--- config.mk ---
export PLATFORM = sky130hd
export DESIGN_NAME = mem_ctrl_flat
export DESIGN_NICKNAME = d
export VERILOG_FILES = /design/src/rtl/mem_ctrl_if.sv /design/src/rtl/mem_ctrl.sv /design/src/flat_wrapper.sv
export SDC_FILE = /design/constraint.sdc
export NUM_CORES = 1
export LEC_CHECK = 0
export BUFFER_PORTS_ARGS = -buffer_cell sky130_fd_sc_hd__buf_4
export CAP_MARGIN = 20
export CORE_UTILIZATION = 55
export CTS_BUF_LIST = sky130_fd_sc_hd__clkbuf_2 sky130_fd_sc_hd__clkbuf_4 sky130_fd_sc_hd__clkbuf_8
export DETAILED_ROUTE_END_ITERATION = 16
export PLACE_DENSITY = 0.77
export SKIP_LAST_GASP = 1
export SLEW_MARGIN = 0
export SYNTH_ARGS = -nofsm -noshare
export SYNTH_HDL_FRONTEND = slang
export SYNTH_SLANG_ARGS = --single-unit
--- constraint.sdc ---
create_clock -name clk -period 4.4 [get_ports clk]
set_input_delay 0.44 -clock clk [delete_from_list [all_inputs] [get_ports clk]]
set_output_delay 0.44 -clock clk [all_outputs]
set_load 0.02 [all_outputs]
--- src/rtl/mem_ctrl_if.sv ---
`default_nettype none
// ============================================================================
//  Module   : mem_ctrl_if
//  Purpose  : Bundles the core-side request/response signals and the byte-wide
//             RAM port of the memory controller.
//  Modports : master - core/RAM side (drives requests and mem_din)
//             slave  - mem_ctrl (drives responses and the RAM address/data)
//  Signals  : ins_req/ins_addr -> ins_ok/ins_ans        instruction fetch
//             data_req/wr/len/addr/wdata -> data_ok/rdata  load/store
//             mem_din (in), mem_dout/mem_a/mem_wr (out)  RAM byte port
//  Revision : 1.0 - initial release
// ============================================================================
interface mem_ctrl_if #(
    parameter int ADDR_W = 32
) ();
    logic              ins_req;
    logic [ADDR_W-1:0] ins_addr;
    logic              ins_ok;
    logic [31:0]       ins_ans;
    logic              data_req;
    logic              data_wr;
    logic [2:0]        data_len;
    logic [ADDR_W-1:0] data_addr;
    logic [31:0]       data_wdata;
    logic              data_ok;
    logic [31:0]       data_rdata;
    logic [7:0]        mem_din;
    logic [7:0]        mem_dout;
    logic [ADDR_W-1:0] mem_a;
    logic              mem_wr;

    modport master (
        output ins_req, ins_addr, data_req, data_wr, data_len, data_addr, data_wdata, mem_din,
        input  ins_ok, ins_ans, data_ok, data_rdata, mem_dout, mem_a, mem_wr
    );

    modport slave (
        input  ins_req, ins_addr, data_req, data_wr, data_len, data_addr, data_wdata, mem_din,
        output ins_ok, ins_ans, data_ok, data_rdata, mem_dout, mem_a, mem_wr
    );
endinterface
`default_nettype wire

--- src/rtl/mem_ctrl.sv ---
`default_nettype none
// ============================================================================
//  Module   : mem_ctrl
//  Purpose  : Byte-serial memory controller. Serves INS_BYTES-byte instruction
//             fetches and 1/2/4-byte loads/stores over an 8-bit RAM port whose
//             read data arrives the cycle after its address.
//  Ports    : clk        - clock
//             rst        - asynchronous active-low reset
//             rdy        - global ready, low freezes all state
//             Clear_flag - flush: drops fetches and loads, stores still complete
//             bus        - mem_ctrl_if.slave (core requests and RAM port)
//  Revision : 1.0 - initial release
// ============================================================================
module mem_ctrl #(
    parameter int ADDR_W    = 32,
    parameter int INS_BYTES = 4
) (
    input  logic      clk,
    input  logic      rst,
    input  logic      rdy,
    input  logic      Clear_flag,
    mem_ctrl_if.slave bus
);
    localparam logic [1:0] c_ST_IDLE    = 2'd0;
    localparam logic [1:0] c_ST_INS_RD  = 2'd1;
    localparam logic [1:0] c_ST_DATA_RD = 2'd2;
    localparam logic [1:0] c_ST_DATA_WR = 2'd3;
    localparam logic [2:0] c_INS_LEN    = 3'(INS_BYTES);

    logic [1:0]        r_state, w_state_nxt;
    // Current job
    logic [2:0]        r_cnt, r_len;
    logic [ADDR_W-1:0] r_base;
    logic [31:0]       r_wdata, r_buf;
    // Pending request slots
    logic              r_ins_pend, r_dat_pend, r_dat_wr;
    logic [ADDR_W-1:0] r_ins_addr, r_dat_addr;
    logic [2:0]        r_dat_len;
    logic [31:0]       r_dat_wdata;
    // Registered outputs
    logic              r_ins_ok, r_data_ok, r_mem_wr;
    logic [31:0]       r_ins_ans, r_data_rdata;
    logic [7:0]        r_mem_dout;
    logic [ADDR_W-1:0] r_mem_a;

    // Slot contents as seen this edge: a fresh pulse takes effect immediately,
    // and the flush drops a held fetch or load (but never a held store).
    logic              w_ins_avail, w_dat_avail, w_dat_wr;
    logic [ADDR_W-1:0] w_ins_addr, w_dat_addr;
    logic [2:0]        w_dat_len;
    logic [31:0]       w_dat_wdata;

    assign w_ins_avail = bus.ins_req | (r_ins_pend & ~Clear_flag);
    assign w_ins_addr  = bus.ins_req ? bus.ins_addr : r_ins_addr;
    assign w_dat_avail = bus.data_req | (r_dat_pend & ~(Clear_flag & ~r_dat_wr));
    assign w_dat_wr    = bus.data_req ? bus.data_wr    : r_dat_wr;
    assign w_dat_len   = bus.data_req ? bus.data_len   : r_dat_len;
    assign w_dat_addr  = bus.data_req ? bus.data_addr  : r_dat_addr;
    assign w_dat_wdata = bus.data_req ? bus.data_wdata : r_dat_wdata;

    logic w_rd, w_abort, w_rd_done, w_wr_done, w_can_start, w_start_dat, w_start_ins;

    // A read finishes on the edge that captures its last byte (r_cnt == len);
    // a write finishes one edge after its last byte was driven.
    assign w_rd        = (r_state == c_ST_INS_RD) || (r_state == c_ST_DATA_RD);
    assign w_abort     = w_rd & Clear_flag;
    assign w_rd_done   = w_rd & (r_cnt == r_len) & ~Clear_flag;
    assign w_wr_done   = (r_state == c_ST_DATA_WR) && ((r_cnt + 3'd1) == r_len);
    assign w_can_start = (r_state == c_ST_IDLE) | w_rd_done | w_wr_done;
    assign w_start_dat = w_can_start & w_dat_avail;
    assign w_start_ins = w_can_start & ~w_dat_avail & w_ins_avail;

    logic [1:0]        w_byte_idx, w_next_idx;
    logic [ADDR_W-1:0] w_next_addr;
    logic [31:0]       w_merged;

    // r_cnt-1 is the byte arriving on mem_din; r_cnt+1 is the next byte to address.
    assign w_byte_idx  = 2'(r_cnt - 3'd1);
    assign w_next_idx  = 2'(r_cnt + 3'd1);
    assign w_next_addr = r_base + ADDR_W'(r_cnt + 3'd1);

    always_comb begin
        w_merged = r_buf;
        w_merged[{w_byte_idx, 3'b000} +: 8] = bus.mem_din;
    end

    // ---------------- FSM: state register ----------------
    always_ff @(posedge clk or negedge rst) begin
        if (!rst) begin
            r_state <= c_ST_IDLE;
        end else if (rdy) begin
            r_state <= w_state_nxt;
        end
    end

    // ---------------- FSM: next state ----------------
    always_comb begin
        w_state_nxt = r_state;
        if (w_abort) begin
            w_state_nxt = c_ST_IDLE;
        end else if (w_start_dat) begin
            w_state_nxt = w_dat_wr ? c_ST_DATA_WR : c_ST_DATA_RD;
        end else if (w_start_ins) begin
            w_state_nxt = c_ST_INS_RD;
        end else if (w_rd_done || w_wr_done) begin
            w_state_nxt = c_ST_IDLE;
        end
    end

    // ---------------- FSM: outputs / datapath next values ----------------
    logic [2:0]        w_cnt_nxt, w_len_nxt;
    logic [ADDR_W-1:0] w_base_nxt, w_mem_a_nxt;
    logic [31:0]       w_wdata_nxt, w_buf_nxt, w_ins_ans_nxt, w_data_rdata_nxt;
    logic [7:0]        w_mem_dout_nxt;
    logic              w_mem_wr_nxt, w_ins_ok_nxt, w_data_ok_nxt;

    always_comb begin
        w_cnt_nxt        = r_cnt;
        w_len_nxt        = r_len;
        w_base_nxt       = r_base;
        w_wdata_nxt      = r_wdata;
        w_buf_nxt        = r_buf;
        w_mem_a_nxt      = r_mem_a;
        w_mem_dout_nxt   = r_mem_dout;
        w_mem_wr_nxt     = 1'b0;
        w_ins_ok_nxt     = 1'b0;
        w_ins_ans_nxt    = r_ins_ans;
        w_data_ok_nxt    = 1'b0;
        w_data_rdata_nxt = r_data_rdata;

        case (r_state)
            c_ST_INS_RD, c_ST_DATA_RD: begin
                if (!Clear_flag) begin
                    w_cnt_nxt = r_cnt + 3'd1;
                    if (r_cnt != 3'd0) begin
                        w_buf_nxt = w_merged;
                    end
                    if ((r_cnt + 3'd1) < r_len) begin
                        w_mem_a_nxt = w_next_addr;
                    end
                    if (w_rd_done) begin
                        if (r_state == c_ST_INS_RD) begin
                            w_ins_ok_nxt  = 1'b1;
                            w_ins_ans_nxt = w_merged;
                        end else begin
                            w_data_ok_nxt    = 1'b1;
                            w_data_rdata_nxt = w_merged;
                        end
                    end
                end
            end
            c_ST_DATA_WR: begin
                w_cnt_nxt = r_cnt + 3'd1;
                if (w_wr_done) begin
                    w_data_ok_nxt = 1'b1;
                end else begin
                    w_mem_wr_nxt   = 1'b1;
                    w_mem_a_nxt    = w_next_addr;
                    w_mem_dout_nxt = r_wdata[{w_next_idx, 3'b000} +: 8];
                end
            end
            default: ;
        endcase

        // A new job overrides the idle/finish defaults on the same edge.
        if (w_start_dat) begin
            w_cnt_nxt   = 3'd0;
            w_len_nxt   = w_dat_len;
            w_base_nxt  = w_dat_addr;
            w_wdata_nxt = w_dat_wdata;
            w_buf_nxt   = 32'd0;
            w_mem_a_nxt = w_dat_addr;
            if (w_dat_wr) begin
                w_mem_wr_nxt   = 1'b1;
                w_mem_dout_nxt = w_dat_wdata[7:0];
            end
        end else if (w_start_ins) begin
            w_cnt_nxt   = 3'd0;
            w_len_nxt   = c_INS_LEN;
            w_base_nxt  = w_ins_addr;
            w_buf_nxt   = 32'd0;
            w_mem_a_nxt = w_ins_addr;
        end
    end

    // ---------------- Datapath and request-slot registers ----------------
    always_ff @(posedge clk or negedge rst) begin
        if (!rst) begin
            r_cnt        <= 3'd0;
            r_len        <= 3'd0;
            r_base       <= '0;
            r_wdata      <= 32'd0;
            r_buf        <= 32'd0;
            r_mem_a      <= '0;
            r_mem_dout   <= 8'd0;
            r_mem_wr     <= 1'b0;
            r_ins_ok     <= 1'b0;
            r_ins_ans    <= 32'd0;
            r_data_ok    <= 1'b0;
            r_data_rdata <= 32'd0;
            r_ins_pend   <= 1'b0;
            r_ins_addr   <= '0;
            r_dat_pend   <= 1'b0;
            r_dat_wr     <= 1'b0;
            r_dat_len    <= 3'd0;
            r_dat_addr   <= '0;
            r_dat_wdata  <= 32'd0;
        end else if (rdy) begin
            r_cnt        <= w_cnt_nxt;
            r_len        <= w_len_nxt;
            r_base       <= w_base_nxt;
            r_wdata      <= w_wdata_nxt;
            r_buf        <= w_buf_nxt;
            r_mem_a      <= w_mem_a_nxt;
            r_mem_dout   <= w_mem_dout_nxt;
            r_mem_wr     <= w_mem_wr_nxt;
            r_ins_ok     <= w_ins_ok_nxt;
            r_ins_ans    <= w_ins_ans_nxt;
            r_data_ok    <= w_data_ok_nxt;
            r_data_rdata <= w_data_rdata_nxt;
            r_ins_pend   <= w_ins_avail & ~w_start_ins;
            r_ins_addr   <= w_ins_addr;
            r_dat_pend   <= w_dat_avail & ~w_start_dat;
            r_dat_wr     <= w_dat_wr;
            r_dat_len    <= w_dat_len;
            r_dat_addr   <= w_dat_addr;
            r_dat_wdata  <= w_dat_wdata;
        end
    end

    assign bus.ins_ok     = r_ins_ok;
    assign bus.ins_ans    = r_ins_ans;
    assign bus.data_ok    = r_data_ok;
    assign bus.data_rdata = r_data_rdata;
    assign bus.mem_a      = r_mem_a;
    assign bus.mem_dout   = r_mem_dout;
    assign bus.mem_wr     = r_mem_wr;
endmodule
`default_nettype wire

--- src/flat_wrapper.sv ---
// flat-port wrapper written by rule: the top's interface ports become plain ports
module mem_ctrl_flat 
#(
    parameter int ADDR_W    = 32,
    parameter int INS_BYTES = 4
)
  (clk, rst, rdy, Clear_flag, bus_ins_req, bus_ins_addr, bus_data_req, bus_data_wr, bus_data_len, bus_data_addr, bus_data_wdata, bus_mem_din, bus_ins_ok, bus_ins_ans, bus_data_ok, bus_data_rdata, bus_mem_dout, bus_mem_a, bus_mem_wr);
  mem_ctrl_if #(.ADDR_W(ADDR_W)) bus_i ();
  input  logic clk;
  input  logic rst;
  input  logic rdy;
  input  logic Clear_flag;
  input wire logic [$bits(bus_i.ins_req)-1:0] bus_ins_req;
  input wire logic [$bits(bus_i.ins_addr)-1:0] bus_ins_addr;
  input wire logic [$bits(bus_i.data_req)-1:0] bus_data_req;
  input wire logic [$bits(bus_i.data_wr)-1:0] bus_data_wr;
  input wire logic [$bits(bus_i.data_len)-1:0] bus_data_len;
  input wire logic [$bits(bus_i.data_addr)-1:0] bus_data_addr;
  input wire logic [$bits(bus_i.data_wdata)-1:0] bus_data_wdata;
  input wire logic [$bits(bus_i.mem_din)-1:0] bus_mem_din;
  output wire logic [$bits(bus_i.ins_ok)-1:0] bus_ins_ok;
  output wire logic [$bits(bus_i.ins_ans)-1:0] bus_ins_ans;
  output wire logic [$bits(bus_i.data_ok)-1:0] bus_data_ok;
  output wire logic [$bits(bus_i.data_rdata)-1:0] bus_data_rdata;
  output wire logic [$bits(bus_i.mem_dout)-1:0] bus_mem_dout;
  output wire logic [$bits(bus_i.mem_a)-1:0] bus_mem_a;
  output wire logic [$bits(bus_i.mem_wr)-1:0] bus_mem_wr;
  assign bus_i.ins_req = bus_ins_req;
  assign bus_i.ins_addr = bus_ins_addr;
  assign bus_i.data_req = bus_data_req;
  assign bus_i.data_wr = bus_data_wr;
  assign bus_i.data_len = bus_data_len;
  assign bus_i.data_addr = bus_data_addr;
  assign bus_i.data_wdata = bus_data_wdata;
  assign bus_i.mem_din = bus_mem_din;
  assign bus_ins_ok = bus_i.ins_ok;
  assign bus_ins_ans = bus_i.ins_ans;
  assign bus_data_ok = bus_i.data_ok;
  assign bus_data_rdata = bus_i.data_rdata;
  assign bus_mem_dout = bus_i.mem_dout;
  assign bus_mem_a = bus_i.mem_a;
  assign bus_mem_wr = bus_i.mem_wr;
  mem_ctrl #(.ADDR_W(ADDR_W), .INS_BYTES(INS_BYTES)) u_core (.clk(clk), .rst(rst), .rdy(rdy), .Clear_flag(Clear_flag), .bus(bus_i));
endmodule
==> results.ini <==
[synth]
ys_seq_area_share_pct=52.0
synth_cell_types=65
syn-cell-area_um2=15100
async_flop_share_pct=100
synth_seq_cells=313
ys.flop_type=dfrtp_1
synth_fp_nets=1574
synth_warnings=0
synth_edf_count=0
syn_inst=1441
postSynthAreaPerCell_um2=10.5

[routing]
ant_nets=0
routedWlPerCell_um=19.3
route.vias.total=12000
drt-pass1-iter-count=5
routed_wl_um=38900
drt_iter0_markers=1179
drcViolationCount=0
vias_per_cell=5.92

[cells_and_area]
drive_gt1_share_pct=26.5
antennaDiodeCount=0
fin_nets=1781
syn_to_final_growth_pct=20.2

[clocking]
cts_setup_buffers=0
cts_made_buffers=50
postCtsHoldBufs=0
ctsResizeCount=0
cts.sinks=313
root_buffer=clkbuf_8
cts_tree=done
clockBufferDepth=3
cts_max_level=2
clk_latency_ps=580
clk_pin_slew_ps=70

[power]
power_mw=11.7
peakVddDrop_uv=316
p_leak_nw=8.44
powerDensity_nw_per_um2=645

[worst_setup_path]
crit_fanout=16
crit_required_ps=4880
rr_startpoint=u_core.r_cnt[0]
critPathKind=register to register
cp-end-kind=register
worst_ep_arrival_time_ps=4540
startpoint_type=register
crit_start=u_core.r_cnt[0]

[sta]
rsz0062_at_grt=false
finClkSkew_ps=22.0
setup_viol=0
fmax_ghz=0.246
drv_slew=0
slew_headroom_pct=27.0
tns_ps=0
period_needed_ps=4060
hold_viol=2
worst_pin_slew_ps=1090
min_period_over_period_pct=92.3
hold_slack_ps=-12.9

[grt]
grt_antenna_before_repair=0
grt.total_usage_pct=27.9
grt_max_degree=137
overflow=0
grt_pass1_vias=11800
grt_pass1_wl_um=62100

[place]
portBuffers=220
gp_congestion=0.927
dp_hpwl_um=26500

[flow_run]
drv_cap=0

[floorplan]
io_pins=221
start_util_pct=55.9
die_area_um2=28100
core-area_um2=27000
dieHeight_um=168
die_w_um=168
num_rows=60

[hold_path]
hp-class=primary input to asynchronous set/reset pin

[run_status]
status=finished, violations left
violations=hold timing

[layout make-up]
class	count	area, µm²
Clock inverter	11	144
Timing Repair Buffer	248	1910
Inverter	13	48.8
Sequential cell	313	7830
Fill cell	2054	8850
Clock buffer	73	942
Multi-Input combinational cell	1022	6800
Tap cell	341	427
[synth_stat cells, drive strengths merged, types with 7 or more instances]
cell / number / area (µm²)
a211oi: 18 / 140
a21o: 10 / 75.1
a21oi: 174 / 882
a22o: 36 / 315
a2bb2oi: 7 / 61.3
and3: 7 / 43.8
and4: 7 / 61.3
buf: 51 / 254
clkbuf: 42 / 158
dfrtp: 313 / 7830
ha: 18 / 225
inv: 12 / 45.0
mux2: 81 / 942
mux2i: 83 / 831
mux4: 8 / 180
nand2: 113 / 424
nand2b: 9 / 56.3
nand3: 18 / 108
nand4: 16 / 106
nor2: 171 / 652
nor2b: 38 / 238
nor3: 28 / 150
o21ai: 87 / 450
o22ai: 7 / 43.8
xnor2: 19 / 166
xor2: 11 / 96.3
[where the power goes]
| group | switching, mW | total (mW) | internal, mW | leakage, nW |
|---|---|---|---|---|
| Clock | 1.15 | 2.69 | 1.55 | 0.570 |
| Sequential | 0.657 | 4.39 | 3.74 | 3.89 |
| Combinational | 2.68 | 4.60 | 1.91 | 3.99 |
| Total | 4.49 | 11.7 | 7.20 | 8.44 |
[sequential cells by signal, indices dropped and copies added (netlist names), 8 cells and up]
| register | flops |
|---|---|
| u_core.bus.ins_ans | 32 |
| u_core.bus.mem_dout | 8 |
| u_core.r_buf | 32 |
| u_core.r_wdata | 32 |
| u_core.r_base | 32 |
| u_core.bus.data_rdata | 32 |
| u_core.bus.mem_a | 32 |
| u_core.r_dat_wdata | 32 |
| u_core.r_dat_addr | 32 |
| u_core.r_ins_addr | 32 |
[critical path: stages, from the launching register on]
cell and delay (ps):
dfrtp_1 600, inv_1 230, ha_1 370, ha_1 330
and4_1 270, a311o_1 400, o21ai_4 270, o21a_4 270
nor2_2 690, buf_4 340, a2bb2oi_1 190
[layout by cell type, fill, tap and decap left out, types with 4 or more instances in the layout]
master | netlist | final
ha_1 | 18 | 18
xnor2_1 | 19 | 19
inv_1 | 12 | 12
o21ai_0 | 77 | 77
nor2_1 | 167 | 167
nand2b_1 | 9 | 9
nand3_1 | 16 | 15
a211oi_1 | 17 | 17
a21oi_1 | 171 | 171
and4_1 | 7 | 7
nor2_2 | 4 | 4
and3_1 | 7 | 7
mux2_2 | 73 | 73
buf_4 | 2 | 244
clkinv_2 | 0 | 4
xor2_1 | 11 | 11
and2_1 | 5 | 5
mux2i_1 | 83 | 83
o21ai_1 | 8 | 8
nand2_1 | 113 | 113
dfrtp_1 | 313 | 313
nor3_1 | 26 | 25
o22ai_1 | 7 | 7
nor2b_1 | 38 | 38
o311ai_0 | 5 | 5
a22o_1 | 36 | 36
nand4_1 | 15 | 15
clkbuf_4 | 0 | 10
a21o_1 | 10 | 10
a2bb2oi_1 | 7 | 7
mux4_2 | 8 | 8
o22a_1 | 4 | 4
clkbuf_8 | 0 | 63
a22oi_1 | 4 | 4
mux2_4 | 8 | 8
or3_1 | 4 | 4
o221ai_1 | 4 | 4
[worst paths after layout]
| kind | endpoint | slack [ps] | cells past startpoint |
|---|---|---|---|
| max | u_core.bus.mem_a[15] | 340 | 10 |
| min | u_core.r_ins_addr[6] | -10 | 1 |
| max reg2reg | u_core.bus.mem_a[15] | 340 | 10 |
| min reg2reg | u_core.r_ins_pend | 490 | 2 |
| max in group asynchronous | u_core.r_dat_addr[30] | 3350 | 2 |
| min in group clk | u_core.r_dat_wdata[23] | 100 | 2 |
[metrics by stage]
stage / area [µm²] / cells / hold WS (ps) / util (%) / setup slack (ps)
detailed placement: 17000 / 1936 / 474 / 63.0 / 430
finish: 18100 / 2021 / -12.9 / 67.2 / 339
global placement: 17000 / 1936 / 461 / 63.0 / 632
floorplan: 15100 / 1441 / 144 / - / 1030
global route: 18100 / 2021 / 76.9 / 67.2 / 98.5
CTS: 18100 / 2020 / 66.5 / 67.1 / 382
[per-layer routing]
layer / GRT usage, % / up-vias / wire (µm)
met1: 39.3 / 5859 / 17100
li1: - / 5547 / -
met5: 0 / - / 0
met4: 8.86 / 0 / 1060
met3: 4.63 / 88 / 2620
met2: 44.2 / 480 / 18200
[kinds of logic after synthesis]
| kind of cell | count (synthesis) | synth area share [%] |
|---|---|---|
| flops | 313 | 52.0 |
| buf+inv | 106 | 3.06 |
| mux | 172 | 13.0 |
| xor+xnor | 30 | 1.74 |
| fa+ha+maj | 19 | 1.63 |
| compound gates | 376 | 15.2 |
| simple gates | 425 | 13.4 |
No activity file was read; power rests on OpenSTA's default activity.
